$ cat src/rtl/pause_sched_if.sv
// Pause scheduler handshake bundle: pause sources and vblank/step in, CPU halt, dim and source snapshot out.
interface pause_sched_if #(
  parameter int NREQ = 4
);
  logic            user_button;
  logic [NREQ-1:0] req;
  logic            osd_status;
  logic [1:0]      options;
  logic            vblank;
  logic            step;
  logic            pause_cpu;
  logic            paused;
  logic            dim_video;
  logic [NREQ+1:0] src;

  modport master (
    output user_button, req, osd_status, options, vblank, step,
    input  pause_cpu, paused, dim_video, src
  );

  modport slave (
    input  user_button, req, osd_status, options, vblank, step,
    output pause_cpu, paused, dim_video, src
  );
endinterface

$ cat src/rtl/pause_sched.sv
// Pause scheduler: halts the CPU on a vblank boundary while any pause source is active, with idle dimming.
// Define PAUSE_SCHED_STEP_EN to enable single-frame stepping while paused.
module pause_sched #(
  parameter int          NREQ       = 4,
  parameter int          CLKSPD     = 12,
  parameter int          DIM_SECS   = 10,
  parameter int          VB_TIMEOUT = CLKSPD * 20000,
  parameter int unsigned DIM_MAX    = CLKSPD * DIM_SECS * 1000000
) (
  input  logic          clk_sys,
  input  logic          reset,
  pause_sched_if.slave  io
);

  typedef enum logic [1:0] {RUN, PEND, PAUSED, STEP} state_e;

  localparam logic [31:0] VB_LAST = 32'(VB_TIMEOUT - 1);
  localparam logic [31:0] DIM_SAT = 32'(DIM_MAX);

  state_e          state_q, state_d;
  logic [31:0]     wait_q, wait_d;
  logic [31:0]     dim_q, dim_d;
  logic            user_latch_q, user_latch_d;
  logic            btn_q, btn_d;
  logic            vblank_q, vblank_d;
  logic            pause_cpu_q, pause_cpu_d;
  logic            dim_video_q, dim_video_d;
  logic [NREQ+1:0] src_q, src_d;

  logic osd_term, btn_rise, vb_rise, any_req;

  always_comb begin
    osd_term     = io.osd_status & io.options[0];
    btn_rise     = io.user_button & ~btn_q;
    vb_rise      = io.vblank & ~vblank_q;
    any_req      = (|io.req) | user_latch_q | osd_term;
    btn_d        = io.user_button;
    vblank_d     = io.vblank;
    user_latch_d = user_latch_q ^ btn_rise;
    src_d        = {osd_term, user_latch_q, io.req};
  end

  // Wait counter only runs in PEND so every entry into PEND starts from zero.
  always_comb begin
    state_d = state_q;
    wait_d  = '0;
    case (state_q)
      RUN:    if (any_req) state_d = PEND;
      PEND: begin
        wait_d = wait_q + 32'd1;
        if (!any_req)                         state_d = RUN;
        else if (vb_rise || wait_q == VB_LAST) state_d = PAUSED;
      end
      PAUSED: begin
        if (!any_req) state_d = RUN;
`ifdef PAUSE_SCHED_STEP_EN
        else if (io.step) state_d = STEP;
`endif
      end
`ifdef PAUSE_SCHED_STEP_EN
      STEP:   if (vb_rise) state_d = any_req ? PAUSED : RUN;
`endif
      default: state_d = RUN;
    endcase
  end

`ifndef PAUSE_SCHED_STEP_EN
  logic unused_step;
  assign unused_step = io.step;
`endif

  // Dim time counts only across edges that stay in PAUSED, so leaving PAUSED drops dim at once.
  always_comb begin
    pause_cpu_d = (state_q == PAUSED);
    dim_d       = '0;
    if (state_q == PAUSED && state_d == PAUSED && io.options[1])
      dim_d = (dim_q == DIM_SAT) ? dim_q : dim_q + 32'd1;
    dim_video_d = (dim_d == DIM_SAT);
  end

  // Edge detectors track their inputs through reset so a held button or vblank is not seen as a new edge.
  always_ff @(posedge clk_sys) begin
    btn_q    <= btn_d;
    vblank_q <= vblank_d;
  end

  always_ff @(posedge clk_sys) begin
    if (reset) begin
      state_q      <= RUN;
      wait_q       <= '0;
      dim_q        <= '0;
      user_latch_q <= 1'b0;
      pause_cpu_q  <= 1'b0;
      dim_video_q  <= 1'b0;
      src_q        <= '0;
    end else begin
      state_q      <= state_d;
      wait_q       <= wait_d;
      dim_q        <= dim_d;
      user_latch_q <= user_latch_d;
      pause_cpu_q  <= pause_cpu_d;
      dim_video_q  <= dim_video_d;
      src_q        <= src_d;
    end
  end

  assign io.pause_cpu = pause_cpu_q;
  assign io.paused    = (state_q == PAUSED);
  assign io.dim_video = dim_video_q;
  assign io.src       = src_q;

endmodule

$ cat src/flat_wrapper.sv
// flat-port wrapper written by rule: the top's interface ports become plain ports
module pause_sched_flat 
#(
  parameter int          NREQ       = 4,
  parameter int          CLKSPD     = 12,
  parameter int          DIM_SECS   = 10,
  parameter int          VB_TIMEOUT = CLKSPD * 20000,
  parameter int unsigned DIM_MAX    = CLKSPD * DIM_SECS * 1000000
)
  (clk_sys, reset, io_user_button, io_req, io_osd_status, io_options, io_vblank, io_step, io_pause_cpu, io_paused, io_dim_video, io_src);
  pause_sched_if #(.NREQ(NREQ)) io_i ();
  input  logic clk_sys;
  input  logic reset;
  input wire logic [$bits(io_i.user_button)-1:0] io_user_button;
  input wire logic [$bits(io_i.req)-1:0] io_req;
  input wire logic [$bits(io_i.osd_status)-1:0] io_osd_status;
  input wire logic [$bits(io_i.options)-1:0] io_options;
  input wire logic [$bits(io_i.vblank)-1:0] io_vblank;
  input wire logic [$bits(io_i.step)-1:0] io_step;
  output wire logic [$bits(io_i.pause_cpu)-1:0] io_pause_cpu;
  output wire logic [$bits(io_i.paused)-1:0] io_paused;
  output wire logic [$bits(io_i.dim_video)-1:0] io_dim_video;
  output wire logic [$bits(io_i.src)-1:0] io_src;
  assign io_i.user_button = io_user_button;
  assign io_i.req = io_req;
  assign io_i.osd_status = io_osd_status;
  assign io_i.options = io_options;
  assign io_i.vblank = io_vblank;
  assign io_i.step = io_step;
  assign io_pause_cpu = io_i.pause_cpu;
  assign io_paused = io_i.paused;
  assign io_dim_video = io_i.dim_video;
  assign io_src = io_i.src;
  pause_sched #(.NREQ(NREQ), .CLKSPD(CLKSPD), .DIM_SECS(DIM_SECS), .VB_TIMEOUT(VB_TIMEOUT), .DIM_MAX(DIM_MAX)) u_core (.clk_sys(clk_sys), .reset(reset), .io(io_i));
endmodule
$ cat config.mk
export PLATFORM = sky130hd
export DESIGN_NAME = pause_sched_flat
export DESIGN_NICKNAME = d
export VERILOG_FILES = /design/src/rtl/pause_sched_if.sv /design/src/rtl/pause_sched.sv /design/src/flat_wrapper.sv
export SDC_FILE = /design/constraint.sdc
export NUM_CORES = 1
export LEC_CHECK = 0
export ABC_AREA = 1
export CORE_ASPECT_RATIO = 0.7
export CORE_MARGIN = 8
export CORE_UTILIZATION = 30
export CTS_CLUSTER_SIZE = 8
export DETAILED_ROUTE_END_ITERATION = 6
export PLACE_DENSITY = 0.54
export REMOVE_ABC_BUFFERS = 1
export SLEW_MARGIN = 5
export SYNTH_ARGS = -nofsm -noshare
export SYNTH_HDL_FRONTEND = slang
export SYNTH_SLANG_ARGS = --single-unit
export TNS_END_PERCENT = 5
$ cat constraint.sdc
create_clock -name clk_sys -period 2.9 [get_ports clk_sys]
set_clock_uncertainty 0.2 [all_clocks]
set_input_delay 0.58 -clock clk_sys [delete_from_list [all_inputs] [get_ports clk_sys]]
set_output_delay 0.58 -clock clk_sys [all_outputs]
set_load 0.005 [all_outputs]
==> impl_metrics.toml <==
[outcome]
status = "complete, no violations"

[synth]
synth_edf_count = 0
seq_area_frac_synth = 0.373
synth_xor_xnor_area_share = 0.0360
ys_async_sr_fraction = 0
yosysMostFrequentCell = "nand2_1"
synth_cells = 641
synth-simple-area-share = 0.410
synth_compound_area_frac = 0.0703
synth_commonest_cells = "nand2_1, nor2_1, inv_1, dfxtp_1, nand3_1"
synth_top_area_frac = 0.373
yosys-top-cells-area = "dfxtp_1, nand2_1, nor2_1"
synth_flop_cell = "dfxtp_1"
yosysWarnings = 0
netlist_area_um2 = 4130
synth_seq_cells = 77
synth_largest_area_cell = "dfxtp_1"
synth_mux_area_frac = 0
synth_top_family_by_area = "simple AND/OR/NAND/NOR gates"
synth_cell_type_count = 30
avgSynthCellArea_um2 = 6.45
yosys.area_share.adder = 0.00909

[clock_network]
clk_latency_ns = 0.34
cts.sinks = 77
numCtsBuffers = 9
h-tree-depth = 3
clkTransAtPathRegs_ns = 0.06
holdBufCountCts = 0
cts_setup_buffers = 0
root_buffer = "clkbuf_16"
clockBufferDepth = 2
cts_tree = "done"
cts_resized = 0

[timing]
tightest_slew_ns = 0.541
timing.slew.headroom = 0.639
hold_viol = 0
grt_setup_unrepaired = "false"
tns_ns = 0
setup_viol = 0
min_period_ns = 2.48
maxSlewViolCount = 0
setup_ws_ns = 0.420
max_freq_mhz = 403
min_period_over_period = 0.855

[critical_path]
cp.arrival_ns = 2.55
worstSetupPathType = "in -> reg"
reg2reg_depth = 12
required_ns = 2.97
critPathLaunchType = "input port"
ff2ff_setup_slack_ns = 0.57
worstPathMaxFanout = 3
r2r-start = "u_core.dim_q[0]"
timing.rr.end = "u_core.io.dim_video"
startpoint = "io_options[0]"
crit_end = "u_core.io.dim_video"
end_kind = "flop"

[die]
die_y_um = 114
die_w_um = 156
io_pins = 21
core_area_um2 = 13700
dieArea_um2 = 17800
num_rows = 36
initial_utilization = 0.302

[final_layout]
syn2layout_area_growth_pct = 19.0
drive_above_1_share = 0.0610
layoutNonFillerInstCount = 862
n_fill_cell = 1450
regArea_um2 = 1540
fin_nets = 682
final_util = 0.359
diodes = 0
multi_input_area_um2 = 2170

[detailed_routing]
vias = 3991
antenna_left = 0
routed_wire_length_per_instance_um = 12.5
drcViolationCount = 0
dr.first_iter.drc_count = 299
drt_wl_total_um = 10800
dr.pass1.iters = 4
via_per_inst = 4.63

[placement]
place.gp.congestion = 0.931
dp_hpwl_um = 8290
portBuffers = 19
place_ws_ns = 0.102
dp.cells = 846

[grt]
grt_pass1_vias = 3624
grt_antenna_before_repair = 0
grt-ovfl-total = 0
grt.total_usage = 0.124
grt_pass1_wl_um = 17600
grt_max_degree = 26

[power]
p_per_area_nw_per_um2 = 513
leakage_nw = 1.82
peakVddDrop_v = 0.000323

[worst_hold_path]
holdPathStages = 1
hp-class = "reg -> reg"

[job]
drv_cap = 0
## critical path, stage by stage
cell             delay (ns)
clkdlybuf4s50_1        0.46
nand2_1                0.07
nand3_1                0.09
nor2_1                 0.06
nor2_1                 0.33
inv_1                  0.12
a21oi_1                0.12
o21ai_0                0.12
nor2_1                 0.10
nand3_1                0.15
nor2_1                 0.13
nand4_1                0.11
nor2_1                 0.10
## layout make-up
| type | count | area share |
|---|---|---|
| flip-flops and latches | 77 | 0.313 |
| repair buffers | 25 | 0.0478 |
| clock buffers | 10 | 0.0466 |
| clock inverters | 6 | 0.0272 |
| well taps | 190 | 0.0483 |
| inverters | 98 | 0.0748 |
| multi-input cells | 456 | 0.442 |
## kinds of logic (layout without fill, tap and decap cells)
group / after synthesis / in the layout
compound gates: 56 / 56
flops: 77 / 77
xor+xnor: 17 / 17
buf+inv: 108 / 139
simple gates: 380 / 380
fa+ha+maj: 3 / 3
## sequential cells by signal (all words and copies together) (netlist names)
signal,count
u_core.dim_q,32
u_core.io.dim_video,1
u_core.io.src,6
u_core.btn_q,1
u_core.io.pause_cpu,1
u_core.state_q,2
u_core.vblank_q,1
u_core.user_latch_q,1
u_core.wait_q,32
## layer usage
metal  up-vias  track usage  wire [µm]
li1       2091            -          -
met1      1756        0.178       5800
met2       134        0.166       4000
met3        10       0.0460        882
met4         0       0.0319        110
met5         -            0          0
## metrics by stage
stage | hold slack [ns] | power [mW] | cell area (µm²)
2_1_floorplan | 0.217 | 1.13 | 4080
3_3_place_gp | 0.233 | 1.17 | 4550
3_5_place_dp | 0.238 | 1.17 | 4550
4_1_cts | 0.246 | 2.55 | 4920
5_1_grt | 0.251 | 2.61 | 4920
6_report | 0.247 | 2.52 | 4920
## cell usage in the layout (no fill, tap or decap), types with 2 or more instances in the layout
master and instances:
nand2_1 140, nor2_1 130, inv_1 97, dfxtp_1 77
nand3_1 32, a21oi_1 29, nor3_1 26, nand4_1 23
o21ai_0 21, clkdlybuf4s50_1 19, xor2_1 17, clkbuf_16 9
nor4_1 6, buf_4 6, nor3_2 4, or2_2 4
bufinv_16 4, nor2_4 3, nor2_2 3, nor3b_1 3
ha_1 3, nand3_2 2, a211oi_1 2, o21ai_1 2
## worst min-delay path by stage
stage                                 from                to
after floorplan           u_core.wait_q[0]  u_core.wait_q[0]
after global placement    u_core.wait_q[0]  u_core.wait_q[0]
after detailed placement  u_core.wait_q[0]  u_core.wait_q[0]
after CTS                 u_core.wait_q[0]  u_core.wait_q[0]
after global routing      u_core.wait_q[0]  u_core.wait_q[0]
final                     u_core.wait_q[0]  u_core.wait_q[0]
## report_power, final
group | total, mW | switching [mW] | internal [mW]
Combinational | 0.0737 | 0.0406 | 0.0331
Sequential | 1.07 | 0.00385 | 1.07
Clock | 1.38 | 0.447 | 0.930
Total | 2.52 | 0.492 | 2.03
No activity file was read; power rests on OpenSTA's default activity.
